===== src/rtl/mips_pkg.sv =====
// Shared definitions for the load/store alignment slice.
//   DATA_W            : datapath width of the core and the data memory.
//   SZ_BYTE/HALF/WORD : encodings of the access-size field (2'b11 is reserved).
//   ST_IDLE/ST_RMW_WR : encoding of the lsu_align state register.
package mips_pkg;

    localparam int DATA_W = 32;

    localparam logic [1:0] SZ_BYTE = 2'b00;
    localparam logic [1:0] SZ_HALF = 2'b01;
    localparam logic [1:0] SZ_WORD = 2'b10;

    localparam logic [0:0] ST_IDLE   = 1'b0;
    localparam logic [0:0] ST_RMW_WR = 1'b1;

endpackage


===== src/rtl/lsu_align_lane_mux.sv =====
// lane_mux: purely combinational byte-lane steering for lsu_align.
//   size       : access size (SZ_BYTE / SZ_HALF / SZ_WORD)
//   uns        : 1 = zero-extend loads, 0 = sign-extend loads
//   ofs        : byte offset within the word (addr[1:0])
//   rd_word    : current memory word
//   wdata      : right-aligned store data from the core
//   load_data  : selected lanes of rd_word, right-aligned and extended
//   store_word : rd_word with the addressed lanes replaced by wdata
// Misaligned combinations produce don't-care values; the caller blocks them.
module lane_mux
    import mips_pkg::*;
(
    input  logic [1:0]        size,
    input  logic              uns,
    input  logic [1:0]        ofs,
    input  logic [DATA_W-1:0] rd_word,
    input  logic [DATA_W-1:0] wdata,
    output logic [DATA_W-1:0] load_data,
    output logic [DATA_W-1:0] store_word
);

    logic [DATA_W-1:0] shifted;
    logic [DATA_W-1:0] wdata_rep;
    logic [3:0]        lane_en;

    // Bring the addressed byte/halfword down to bit 0. For aligned halfwords
    // ofs[0] is 0, so shifting by 8*ofs also covers the halfword case.
    assign shifted = rd_word >> {ofs, 3'b000};

    always_comb begin
        case (size)
            SZ_BYTE: load_data = {{24{~uns & shifted[7]}},  shifted[7:0]};
            SZ_HALF: load_data = {{16{~uns & shifted[15]}}, shifted[15:0]};
            default: load_data = shifted;
        endcase
    end

    // Replicate the store data across the word so every lane already holds
    // the right byte; the lane enables then pick between it and the old data.
    always_comb begin
        case (size)
            SZ_BYTE: wdata_rep = {4{wdata[7:0]}};
            SZ_HALF: wdata_rep = {2{wdata[15:0]}};
            default: wdata_rep = wdata;
        endcase
    end

    genvar gi;
    generate
        for (gi = 0; gi < 4; gi++) begin : g_lane
            localparam logic [1:0] LANE = 2'(gi);
            assign lane_en[gi] = (size == SZ_BYTE) ? (ofs == LANE) :
                                 (size == SZ_HALF) ? (ofs[1] == LANE[1]) :
                                                     1'b1;
            assign store_word[8*gi +: 8] = lane_en[gi] ? wdata_rep[8*gi +: 8]
                                                       : rd_word[8*gi +: 8];
        end
    endgenerate

endmodule


===== src/rtl/lsu_align.sv =====
// lsu_align: load/store alignment between the execute stage and a word-wide
// data memory with combinational read and edge-triggered write.
//   clk, rst      : clock; asynchronous active-low reset
//   req, we       : core request valid; 1 = store, 0 = load
//   size, uns     : access size; zero-extend (1) / sign-extend (0) loads
//   addr, wdata   : byte address; right-aligned store data
//   rdata         : right-aligned, extended load result
//   ready, err    : access completes this cycle; access faulted this cycle
//   fault_valid   : sticky fault flag, fault_addr holds the first faulting address
//   mem_we, mem_a, mem_wd, mem_rd : memory port (word index addressing)
// Sub-word stores take two cycles: the first reads and merges, the second
// writes the merged word while the core is held off by ready=0.
module lsu_align
    import mips_pkg::*;
#(
    parameter int DEPTH = 100
) (
    input  logic              clk,
    input  logic              rst,
    input  logic              req,
    input  logic              we,
    input  logic [1:0]        size,
    input  logic              uns,
    input  logic [31:0]       addr,
    input  logic [DATA_W-1:0] wdata,
    output logic [DATA_W-1:0] rdata,
    output logic              ready,
    output logic              err,
    output logic              fault_valid,
    output logic [31:0]       fault_addr,
    output logic              mem_we,
    output logic [31:0]       mem_a,
    output logic [DATA_W-1:0] mem_wd,
    input  logic [DATA_W-1:0] mem_rd
);

    logic [0:0]        state_reg, state_next;
    logic [DATA_W-1:0] merged_reg, merged_next;
    logic [29:0]       idx_reg, idx_next;
    logic              fault_valid_reg;
    logic [31:0]       fault_addr_reg;

    logic [DATA_W-1:0] load_data;
    logic [DATA_W-1:0] store_word;
    logic              misaligned;
    logic              out_of_range;
    logic              fault;

    lane_mux u_lane_mux (
        .size       (size),
        .uns        (uns),
        .ofs        (addr[1:0]),
        .rd_word    (mem_rd),
        .wdata      (wdata),
        .load_data  (load_data),
        .store_word (store_word)
    );

    always_comb begin
        case (size)
            SZ_BYTE: misaligned = 1'b0;
            SZ_HALF: misaligned = addr[0];
            SZ_WORD: misaligned = (addr[1:0] != 2'b00);
            default: misaligned = 1'b1;   // reserved size always faults
        endcase
    end

    assign out_of_range = ({2'b00, addr[31:2]} >= 32'(DEPTH));

    // Faults are only evaluated for a fresh request; in RMW_WR the core
    // inputs are ignored entirely.
    assign fault = req && (state_reg == ST_IDLE) && (misaligned || out_of_range);

    always_comb begin
        state_next  = state_reg;
        merged_next = merged_reg;
        idx_next    = idx_reg;
        mem_we      = 1'b0;
        ready       = 1'b0;
        err         = 1'b0;
        rdata       = '0;
        mem_a       = {2'b00, addr[31:2]};
        mem_wd      = wdata;

        case (state_reg)
            ST_IDLE: begin
                if (req) begin
                    if (fault) begin
                        ready = 1'b1;
                        err   = 1'b1;
                    end else if (!we) begin
                        rdata = load_data;
                        ready = 1'b1;
                    end else if (size == SZ_WORD) begin
                        mem_we = 1'b1;
                        ready  = 1'b1;
                    end else begin
                        merged_next = store_word;
                        idx_next    = addr[31:2];
                        state_next  = ST_RMW_WR;
                    end
                end
            end
            ST_RMW_WR: begin
                mem_a      = {2'b00, idx_reg};
                mem_wd     = merged_reg;
                mem_we     = 1'b1;
                ready      = 1'b1;
                state_next = ST_IDLE;
            end
            default: state_next = ST_IDLE;
        endcase

        // Reset is asynchronous, so the outputs must go quiet immediately,
        // which also kills a write pending in RMW_WR.
        if (!rst) begin
            mem_we = 1'b0;
            ready  = 1'b0;
            err    = 1'b0;
            rdata  = '0;
        end
    end

    always_ff @(posedge clk or negedge rst) begin
        if (!rst) begin
            state_reg       <= ST_IDLE;
            merged_reg      <= '0;
            idx_reg         <= '0;
            fault_valid_reg <= 1'b0;
            fault_addr_reg  <= '0;
        end else begin
            state_reg  <= state_next;
            merged_reg <= merged_next;
            idx_reg    <= idx_next;
            // Only the first fault is kept; later ones leave the record alone.
            if (fault && !fault_valid_reg) begin
                fault_valid_reg <= 1'b1;
                fault_addr_reg  <= addr;
            end
        end
    end

    assign fault_valid = fault_valid_reg;
    assign fault_addr  = fault_addr_reg;

endmodule


===== config.mk =====
export PLATFORM = sky130hd
export DESIGN_NAME = lsu_align
export DESIGN_NICKNAME = d
export VERILOG_FILES = /design/src/rtl/mips_pkg.sv /design/src/rtl/lsu_align_lane_mux.sv /design/src/rtl/lsu_align.sv
export SDC_FILE = /design/constraint.sdc
export NUM_CORES = 1
export LEC_CHECK = 0
export BUFFER_PORTS_ARGS = -buffer_cell sky130_fd_sc_hd__buf_2
export CAP_MARGIN = 20
export CELL_PAD_IN_SITES_DETAIL_PLACEMENT = 1
export CELL_PAD_IN_SITES_GLOBAL_PLACEMENT = 2
export CORE_MARGIN = 2
export CORE_UTILIZATION = 34
export CTS_BUF_LIST = sky130_fd_sc_hd__clkbuf_4 sky130_fd_sc_hd__clkbuf_8 sky130_fd_sc_hd__clkbuf_16
export DETAILED_ROUTE_END_ITERATION = 10
export GPL_ROUTABILITY_DRIVEN = 0
export PLACE_DENSITY_LB_ADDON = 0.15
export SLEW_MARGIN = 25
export SYNTH_ARGS = -nofsm -noshare
export SYNTH_HDL_FRONTEND = slang
export SYNTH_SLANG_ARGS = --single-unit

===== constraint.sdc =====
create_clock -name clk -period 3.3 [get_ports clk]
set_input_delay 0.495 -clock clk [delete_from_list [all_inputs] [get_ports clk]]
set_output_delay 0.495 -clock clk [all_outputs]
set_load 0.02 [all_outputs]

* Yosys cells after proc, flatten, opt, wreduce, memory -nomap -nowiden
Index checks and enable logic that the tools add are counted.
** Storage, ports and cells
- Bits in registers :: 96
- Input port bits :: 103
- Output and inout bits :: 132
- Word-level logic and storage cells :: 68
** Operators by class
- Magnitude comparators :: 1
- Equality and inequality tests :: 5
- Shift operators :: 1
- Mux-type cells :: 40
- Bitwise logic cells :: 7
- Reduce and logical (&&, ||, !) cells :: 9
** Operator list (number)
- $mux 32 :: 6
- $pmux 32 s2 :: 2
- $mux 8 :: 4
- $shr 32x5->32 :: 1
- $ge 30x7->1 const B :: 1
- $mux 30 :: 1
- $mux 1 :: 23
- $eq 2x2->1 const B :: 3
- $pmux 1 s2 :: 3
- $not 1->1 :: 5
- $reduce_and 5->1 :: 1
- $eq 2x1->1 const B :: 2
- $logic_not 2->1 :: 2
- $logic_and 1x1->1 :: 3
- $pmux 1 s3 :: 1
- $and 1x1->1 :: 2
- $reduce_bool 2->1 :: 1
- $logic_not 1->1 :: 1
- $logic_or 1x1->1 :: 1

* Longest topological paths before layout
Gate-level depths: netlist (run 1).
- Word-level depth :: 8
- Mapped depth :: 6
- Mapped depth without buffers :: 4

* Cells and area by module
Synthesis (run 1) repeated with hierarchy kept, for this count alone.
** Unflattened totals
- Cells, all modules :: 550
- Area, all modules :: 6214.7 µm²
** By module, submodules not included
- lsu_align :: instances 1, cells each 337, area an instance 4595.7 µm², sequential area each 2402.3 µm²
- lane_mux :: instances 1, cells each 213, area an instance 1619.1 µm², sequential area each 0.0 µm²

* Worst setup path after synthesis (run 1)
Ideal clock, no wire load.
- Kind :: input port to output port
- Start point :: input addr[1]
- End point :: output rdata[26]
- Arrival time :: 2.432 ns
- Required time :: 2.805 ns
- Slack :: 0.373 ns
- Cell stages on the path :: 6
- Path buffers :: 2
- Path through :: buf_2 o21a_2 o22ai_4 nand3_2 buf_6 a2111oi_0
** On the way
- Cells in the longest elaborated chain, start to end :: 8
- Elaborated cells between the ends (all ways) :: 13
- Classes of those cells :: 1 x shift; 7 x mux; 2 x bitwise; 3 x reduce/logical
** Ends and longest elaborated chain
- from (decl) :: line lsu_align.sv:24 : input logic [31:0] addr,
- $shr 32x5->32 or $reduce_bool 2->1 (tied branches) :: line lsu_align_lane_mux.sv:28, lsu_align.sv:63
- $and 1x1->1 (tied with other cells) :: line lsu_align_lane_mux.sv:33 : SZ_HALF: load_data = {{16{~uns & shifted[15]}}, shifted[15:0]};
- $pmux 32 s2 or $logic_or 1x1->1 (tied branches) :: line lsu_align_lane_mux.sv:31, lsu_align.sv:72
- $mux 32 or $logic_and 1x1->1 (tied branches) :: line lsu_align.sv:91, lsu_align.sv:72
- $mux 32 (*) :: line lsu_align.sv:88 : if (fault) begin
- $mux 32 (*) :: line lsu_align.sv:87 : if (req) begin
- $mux 32 (*) :: line lsu_align.sv:85 : case (state_reg)
- $mux 32 (*) :: line lsu_align.sv:116 : if (!rst) begin
- to (decl) :: line lsu_align.sv:26 : output logic [DATA_W-1:0] rdata,
Every way passes the cells marked *; elsewhere a longest branch is shown, timed or not.

* Worst setup path after layout (run 1)
- Start point :: input addr[30]
- End point :: output rdata[31]
** On the way
- Cells in the longest elaborated chain, start to end :: 7
** Ends and longest elaborated chain
- $ge 30x7->1 :: line lsu_align.sv:68 : assign out_of_range = ({2'b00, addr[31:2]} >= 32'(DEPTH));
- $logic_or 1x1->1 :: line lsu_align.sv:72 : assign fault = req && (state_reg == ST_IDLE) && (misaligned || out_of_range);
- $logic_and 1x1->1 :: line lsu_align.sv:72
- $mux 32 :: line lsu_align.sv:88
- $mux 32 :: line lsu_align.sv:87
- $mux 32 :: line lsu_align.sv:85
- $mux 32 :: line lsu_align.sv:116
Every way passes these cells.

==> out/results.ini, run 1 <==
[drt]
drt_first_iter_violations=149
drtAntennaViolNets=0
vias=4997
drcViolationCount=0
first_pass_iters=4
routed_wl_um=20900
wl_per_cell_um=21.9
via_per_inst=5.23

[global_route]
grt_pass1_wl_um=32500
grt_max_degree=64
grt_antenna_before_repair=2
track_usage=0.214
grt_pass1_vias=5351
gr-total-overflow=0

[outcome]
outcome=completed

[clock_network]
worstSkewPairLatency_ns=0.35
post_cts_buffers=0
cts_tree=yes
root_buffer=clkbuf_16
ctsHoldBuffers=0
htree_levels=3
clk_path_buf_depth=2
cts_buffers=9
ctsResizeCount=0
clock-sinks=96
path_clk_slew_ns=0.08

[sta]
hold_violations=0
slew_headroom=0.366
rsz0062_at_grt=no
finalSetupViolCount=0
final.setup.tns_ns=0
finalCritPeriodShare=0.924
worstMarginPinSlew_ns=0.949
min_period_ns=3.05
finClkSkew_ns=0.0105
final_max_slew_viol_count=0
fmax_ghz=0.328

[synthesis]
syn-cell-area_sq_mm=0.00626
synth.largest_area_cell=dfrtp_1
yosysMostFrequentCell=mux2_2
synth_enable_flop_cells=0
synth_flop_cell=dfrtp_1
netlist.area_leader.share=0.384
synth_common_cells=mux2_2, dfrtp_1, mux2_4
synth.avg_cell_area_sq_um=12.4
synth.ff_latch_count=96
synth_area_leaders=dfrtp_1, mux2_2, mux2_4
ys_async_sr_fraction=1.00
synth.distinct_cells=43
yosysWarnings=0
ys_seq_area_frac=0.384
syn-instance-count=504

[floorplanning]
initial_core_util=0.347
die_w_um=140
dieArea_sq_mm=0.0195
pin_count=235
num_rows=49
die_y_um=140
fp.coreArea_sq_mm=0.0180

[cells_and_area]
layout.nets=824
final_cells=956
drive_gt1_frac=0.635
fillCellCount=2038
syn_to_final_growth_pct=26.2

[power_and_ir_drop]
p_leak_nw=4.07
ir_drop_mv=0.230
power_density_mw_per_mm2=381

[place]
place_hpwl_um=15700
placedCellCount=939
port-buffer-count=232

[setup_path]
critPathCaptureType=output port
critPathKind=in -> out
cp_max_fo=13
cp_data_arrival_time_ns=2.55
worst_ep_required_time_ns=2.80
start_kind=primary input

[job]
cap_violations=0

[min_path]
hp-class=in -> async

==> power breakdown <==
group          leakage, nW  internal (W)  switching (W)  total (W)
clock                0.154      0.000623       0.000478    0.00110
sequential            1.28       0.00122      0.0000274    0.00125
combinational         2.63      0.000286       0.000374   0.000660
==> logic make-up after synthesis <==
logic type             share of synthesized area
AO/OA/AOI/OAI                             0.0758
buffers and inverters                     0.0404
flip-flops                                 0.384
multiplexers                               0.409
other                                   0.000599
AND/OR/NAND/NOR                           0.0902
==> worst paths after layout <==
kind / from / cells after the start / end / slack, ns
max: addr[30] / 6 / rdata[31] / 0.25
min: rst / 1 / merged_reg[26] / 0.02
max reg2reg: state_reg / 6 / merged_reg[18] / 0.97
min reg2reg: idx_reg[8] / 1 / idx_reg[8] / 0.48
max in group asynchronous: rst / 3 / merged_reg[1] / 1.78
min in group clk: addr[2] / 2 / fault_addr[2] / 0.40
==> worst max-delay path: stages <==
cell       delay [ns]
buf_2            0.11
nor4_1           0.45
and4_1           0.49
nand3_2          0.31
a2111oi_0        0.45
buf_2            0.24
==> through the flow <==
step | area (sq um) | setup slack (ns) | total power, W | util | hold slack [ns]
2_1_floorplan | 6260 | 0.373 | 0.00165 | - | 0.199
3_3_place_gp | 7580 | 0.269 | 0.00193 | 0.421 | 0.384
3_5_place_dp | 7580 | 0.155 | 0.00194 | 0.421 | 0.388
4_1_cts | 7890 | 0.147 | 0.00305 | 0.438 | 0.00822
5_1_grt | 7890 | 0.0478 | 0.00314 | 0.438 | 0.0184
6_report | 7890 | 0.251 | 0.00301 | 0.438 | 0.0157
==> cell type report <==
cell class,count,area [sq um],area share
antenna,1,2.50,0.000317
clock buffer,11,246,0.0312
clock inverter,5,61.3,0.00777
inverter,2,7.51,0.000951
multi-input combinational,366,3600,0.457
sequential,96,2400,0.304
tap,229,287,0.0363
timing repair buffer,246,1280,0.162
==> layer usage <==
metal	vias to the layer above	track usage	part of all wire
met4	2	0.0647	0.024
met5	-	0	0.00062
li1	2299	-	-
met1	2518	0.285	0.44
met3	26	0.0478	0.055
met2	152	0.351	0.48
==> placed cells by master, fill, tap and decap left out, types with 10 or more instances in the layout <==
master    instances
nand2_1          18
and2_1           24
and3_1           11
dfrtp_1          95
buf_2           231
nor2b_1          10
a211oi_1         14
o21ai_0          17
mux2i_1          19
mux2_2          121
buf_4            14
mux2_4           67
No activity file was read; power rests on OpenSTA's default activity.
==> run 2: changes to the inputs <==
Settings changed: CORE_UTILIZATION 34 to 33, SYNTH_HIERARCHICAL from default to 1.
==> out/results.ini, run 2 <==
[outcome]
outcome=completed

[sta]
finalSetupViolCount=0  ; unchanged
finalCritPeriodShare=0.869  ; -0.0550
final_max_slew_viol_count=0  ; unchanged
fmax_ghz=0.349  ; +6.3%
hold_violations=0  ; unchanged
worstMarginPinSlew_ns=0.926  ; -0.0225 ns
final.setup.tns_ns=0  ; unchanged
rsz0062_at_grt=no
finClkSkew_ns=0.0111  ; +0.000610 ns
slew_headroom=0.383  ; +0.0163
min_period_ns=2.87  ; -0.181 ns

[clock_network]
ctsHoldBuffers=0  ; unchanged
clock-sinks=96  ; unchanged
clk_path_buf_depth=2  ; unchanged
worstSkewPairLatency_ns=0.35  ; about the same
post_cts_buffers=0  ; unchanged
cts_buffers=9  ; unchanged
ctsResizeCount=0  ; unchanged
cts_tree=yes
root_buffer=clkbuf_16
path_clk_slew_ns=0.06  ; -0.02 ns
htree_levels=3  ; unchanged

[setup_path]
crit_chain=buf_2 -> nor4_1 -> o211ai_1 -> nor4_2 -> buf_4 -> and2_1 -> buf_2
slowest_stage=o211ai_1
start_kind=primary input
worst_ep_required_time_ns=2.80  ; about the same
critPathKind=in -> out
cp_data_arrival_time_ns=2.37  ; -0.18 ns
critPathCaptureType=output port
cp_max_fo=32  ; +19
crit_family=simple AND/OR/NAND/NOR gates
critPathLaunch=addr[25]
cpMostUsedCell=buf_2
cpPeakStageDelay_ns=0.38  ; -0.11 ns
rr_startpoint=state_reg
cp_num_buf_inv=3  ; +1

[drt]
vias=5197  ; +4.0%
first_pass_iters=4  ; unchanged
via_per_inst=5.16  ; -1.3%
drtAntennaViolNets=0  ; unchanged
drcViolationCount=0  ; unchanged
routed_wl_um=20400  ; -2.5%
drt_first_iter_violations=155  ; +4.0%
wl_per_cell_um=20.3  ; -7.4%

[synthesis]
synth.ff_latch_count=96  ; unchanged
synth_enable_flop_cells=0  ; unchanged
yosysMostFrequentCell=mux2_2
synth_flop_cell=dfrtp_1
synth.avg_cell_area_sq_um=11.3  ; -9.0%
netlist.area_leader.share=0.387  ; +0.00255
ys_async_sr_fraction=1.00  ; unchanged
synth_area_leaders=dfrtp_1, mux2_2, mux2_1
ys_seq_area_frac=0.387  ; +0.00255
syn-cell-area_sq_mm=0.00621  ; -0.66%
yosysWarnings=6  ; +6
synth.distinct_cells=50  ; +16%
synth_common_cells=mux2_2, dfrtp_1, mux2_1
synth.largest_area_cell=dfrtp_1
syn-instance-count=550  ; +9.1%

[place]
port-buffer-count=232  ; unchanged
postPlaceCellArea_sq_mm=0.00754  ; -0.61%
place_hpwl_um=15900  ; +1.2%

[power_and_ir_drop]
ir_drop_mv=0.251  ; +8.9%
total_power_w=0.00299  ; -0.59%
p_leak_nw=4.01  ; -1.4%
power_density_mw_per_mm2=381  ; about the same

[global_route]
gr-total-overflow=0  ; unchanged
grt_pass1_wl_um=31400  ; -3.4%
grt_max_degree=73  ; +14%
track_usage=0.202  ; -0.0123
grt_pass1_vias=5482  ; +2.4%
grt_antenna_before_repair=0  ; -2

[cells_and_area]
design_area_sq_mm=0.00785  ; -0.59%
num_antenna_cells=0  ; -1
syn_to_final_growth_pct=26.3  ; about the same
drive_gt1_frac=0.532  ; -0.103
mostFrequentLayoutCells=buf_2, mux2_2, dfrtp_1
final_common_cell=buf_2
layout.nets=871  ; +5.7%

[floorplanning]
dieArea_sq_mm=0.0199  ; +2.3%
die_y_um=141  ; +1.1%
num_rows=50  ; +2.0%
fp.coreArea_sq_mm=0.0186  ; +3.1%
initial_core_util=0.334  ; -0.0126
die_w_um=141  ; +1.1%
pin_count=235  ; unchanged

[min_path]
hp-class=in -> async

[job]
cap_violations=0  ; unchanged

==> run 2: changes by cell type after synthesis, moves of 9 or more <==
cell,previous run,this run
and3_1,11,0
nor2b_1,10,24
nand3_1,0,20
inv_1,1,10
a21oi_1,0,10
mux2_4,67,4
mux2_1,0,40
nor2_1,4,14
a211oi_1,14,0
==> run 2: cell type report <==
| cell class | instances | area [sq um] |
|---|---|---|
| fillers | 2128 | 10700 |
| multi-input cells | 403 | 3510 |
| flip-flops and latches | 96 | 2400 |
| repair buffers | 247 | 1290 |
| well taps | 234 | 293 |
| clock buffers | 11 | 246 |
| clock inverters | 5 | 63.8 |
| inverters | 11 | 41.3 |
==> run 2: logic make-up (layout without fill, tap and decap cells) <==
family,Yosys count,count (layout),share of synthesized area
multiplexers,190,190,0.342
AND/OR/NAND/NOR,141,141,0.129
flip-flops,96,96,0.387
AO/OA/AOI/OAI,69,69,0.0892
buffers and inverters,52,274,0.0515
other,1,2,0.000603
XOR/XNOR,1,1,0.00141
==> run 2: final timing paths <==
path	depth (start not counted)	slack, ns	endpoint
max	7	0.43	rdata[4]
min	1	0.09	fault_valid
max reg2reg	6	1.35	fault_addr[14]
min reg2reg	1	0.48	merged_reg[24]
max in group asynchronous	2	1.94	fault_addr[8]
min in group clk	2	0.40	fault_addr[14]
==> run 2: layer usage <==
metal  global-route usage  share of wire
met4               0.0647          0.018
met2                0.344           0.49
met1                0.258           0.44
met3               0.0387          0.056
met5                    0              0
==> run 2: through the flow <==
step                      hold slack, ns  std cells  worst slack [ns]  utilization
final                             0.0870       1007             0.433        0.422
after global routing               0.110       1007             0.215        0.422
after detailed placement           0.457        991             0.404        0.406
after global placement             0.451        991             0.501        0.406
after floorplan                    0.199        551             0.791            -
after CTS                         0.0896       1007             0.383        0.422
==> run 2: power breakdown <==
| part | switching [W] | internal [W] | total, W |
|---|---|---|---|
| registers | 0.0000232 | 0.00122 | 0.00124 |
| logic | 0.000388 | 0.000264 | 0.000652 |
| clock network | 0.000473 | 0.000623 | 0.00110 |
==> run 3: changes to the inputs <==
Settings changed: CORE_UTILIZATION 33 to 31, MAX_ROUTING_LAYER from default to met4.
Clock period 3.3 ns to 3.2 ns, I/O delays scaled along.
==> out/results.ini, run 3 (same netlist as run 2, synthesis figures left out) <==
[outcome]
outcome=completed

[sta]
finalCritPeriodShare=0.851
fmax_ghz=0.367
slew_headroom=0.546  ; +0.163
rsz0062_at_grt=no
final.setup.tns_ns=0  ; unchanged
min_period_ns=2.72
hold-worst-slack_ns=0.0297  ; -0.0573 ns
hold_violations=0  ; unchanged
finalSetupViolCount=0  ; unchanged
setup_ws_ns=0.477  ; +0.0447 ns
finClkSkew_ns=0.00801  ; -0.00309 ns
worstMarginPinSlew_ns=0.680  ; -0.246 ns
final_max_slew_viol_count=0  ; unchanged

[cells_and_area]
fillCellCount=2240  ; +5.3%
mostFrequentLayoutCells=buf_2, mux2_2, dfrtp_1
drive_gt1_frac=0.532  ; +0.000605
layout.nets=872  ; +0.11%
final_common_cell=buf_2
syn_to_final_growth_pct=27.9

[drt]
drt_first_iter_violations=104  ; -33%
first_pass_iters=4  ; unchanged
vias=5218  ; +0.40%
via_per_inst=5.01  ; -2.9%
routed_wl_um=20900  ; +2.6%
wl_per_cell_um=20.1  ; -0.73%
drtAntennaViolNets=0  ; unchanged
drcViolationCount=0  ; unchanged

[floorplanning]
die_y_um=146  ; +3.1%
die_w_um=146  ; +3.1%
pin_count=235  ; unchanged
initial_core_util=0.317  ; -0.0172
fp.coreArea_sq_mm=0.0196  ; +5.4%
num_rows=51  ; +2.0%
dieArea_sq_mm=0.0212  ; +6.3%

[clock_network]
ctsHoldBuffers=0  ; unchanged
htree_levels=3  ; unchanged
clock-sinks=96  ; unchanged
ctsResizeCount=0  ; unchanged
path_clk_slew_ns=0.08  ; +0.02 ns
cts_buffers=9  ; unchanged
root_buffer=clkbuf_16
post_cts_buffers=0  ; unchanged
clk_path_buf_depth=2  ; unchanged
cts_tree=yes
worstSkewPairLatency_ns=0.35  ; about the same

[power_and_ir_drop]
p_comb_frac=0.211  ; -0.007
p_switching_w=0.000959  ; +8.4%
ir_drop_mv=0.229  ; -8.7%
power_density_mw_per_mm2=402  ; +5.3%
p_leak_nw=4.03  ; +0.53%
p_int_w=0.00224  ; +6.0%
p_clk_frac=0.388  ; +0.022
seqPwrFrac=0.401  ; -0.015
swShare=0.300  ; +0.00477

[setup_path]
cpPeakStageDelay_ns=0.40  ; +0.02 ns
start_kind=primary input
cp_data_arrival_time_ns=2.24  ; -0.13 ns
critPathKind=in -> out
cp_max_fo=16  ; -50%
worst_ep_required_time_ns=2.72  ; -0.08 ns
cpMostUsedCell=buf_2
slowest_stage=a22oi_4
cp_num_buf_inv=3  ; unchanged
crit_family=buffers and inverters
critPathCaptureType=output port
crit_chain=buf_2 -> buf_4 -> and4b_1 -> a22oi_4 -> o311ai_0 -> and2_1 -> buf_2

[global_route]
gr-total-overflow=0  ; unchanged
grt_pass1_wl_um=32700  ; +4.4%
grt_use_met3=0.0555  ; +0.0168
use_met2=0.336  ; -0.00862
grt_antenna_before_repair=2  ; +2
track_usage=0.202  ; about the same
grt_pass1_vias=5660  ; +3.2%
globalRouteMet1Util=0.243  ; -0.0154
grt_max_degree=45  ; -38%
grt_busiest_layer=met2

[job]
cap_violations=0  ; unchanged

[min_path]
hp-class=in -> async

[place]
port-buffer-count=232  ; unchanged
place_hpwl_um=16300  ; +2.7%
place_ws_ns=0.388  ; -0.0160 ns

-- run 3: cell types whose count changed in the layout (fill, tap and decap cells not counted), sizes merged --
cell,change
inv,+2
clkbuf,-2
buf,+1
diode,+2
bufinv,+1
clkinv,-1
-- run 3: power by group through the flow --
stage,combinational [W],clock [W],sequential (W)
after global placement,0.000674,0,0.00130
after CTS,0.000682,0.00128,0.00128
after detailed placement,0.000681,0,0.00130
final,0.000673,0.00124,0.00128
after global routing,0.000727,0.00132,0.00129
after floorplan,0.000331,0,0.00136
-- run 3: final timing paths --
check	from	slack, ns	to	cells past startpoint
min in group clk	addr[14]	0.38	fault_addr[14]	2
max reg2reg	state_reg	1.19	fault_addr[25]	6
min	rst	0.03	fault_addr[11]	1
min reg2reg	merged_reg[13]	0.48	merged_reg[13]	1
max in group asynchronous	rst	2.22	state_reg	2
max	addr[1]	0.48	rdata[17]	7
-- run 3: per-layer routing --
metal  wire length (um)  share of wire  vias to the layer above
li1                   -              -                     2434
met1               9220           0.44                     2588
met2              10000           0.48                      172
met3               1330          0.064                       24
met4                345          0.016                        0
met5                  0              0                        -
-- run 3: layout make-up --
cell class                      count  area, sq um  share of cell area
Antenna cell                        2         5.00            0.000629
Clock buffer                        9          225              0.0283
Clock inverter                      7          113              0.0142
Inverter                           11         41.3             0.00519
Multi-Input combinational cell    403         3510               0.442
Sequential cell                    96         2400               0.302
Tap cell                          265          332              0.0417
Timing Repair Buffer              248         1320               0.166
-- run 3: worst reg2reg max path: stages, from the launching register on --
cell and delay [ns]:
dfrtp_2 0.57, buf_4 0.35, nand2b_1 0.20, nor2_1 0.09
o31ai_4 0.07, buf_12 0.24, mux2_2 0.38
-- run 3: per-stage QoR --
| stage | area (sq um) | cells | util | total power (W) |
|---|---|---|---|---|
| after floorplan | 6220 | 551 | - | 0.00170 |
| after global placement | 7610 | 1023 | 0.388 | 0.00198 |
| after detailed placement | 7610 | 1023 | 0.388 | 0.00199 |
| after CTS | 7950 | 1039 | 0.406 | 0.00324 |
| after global routing | 7950 | 1041 | 0.406 | 0.00334 |
| final | 7950 | 1041 | 0.406 | 0.00319 |
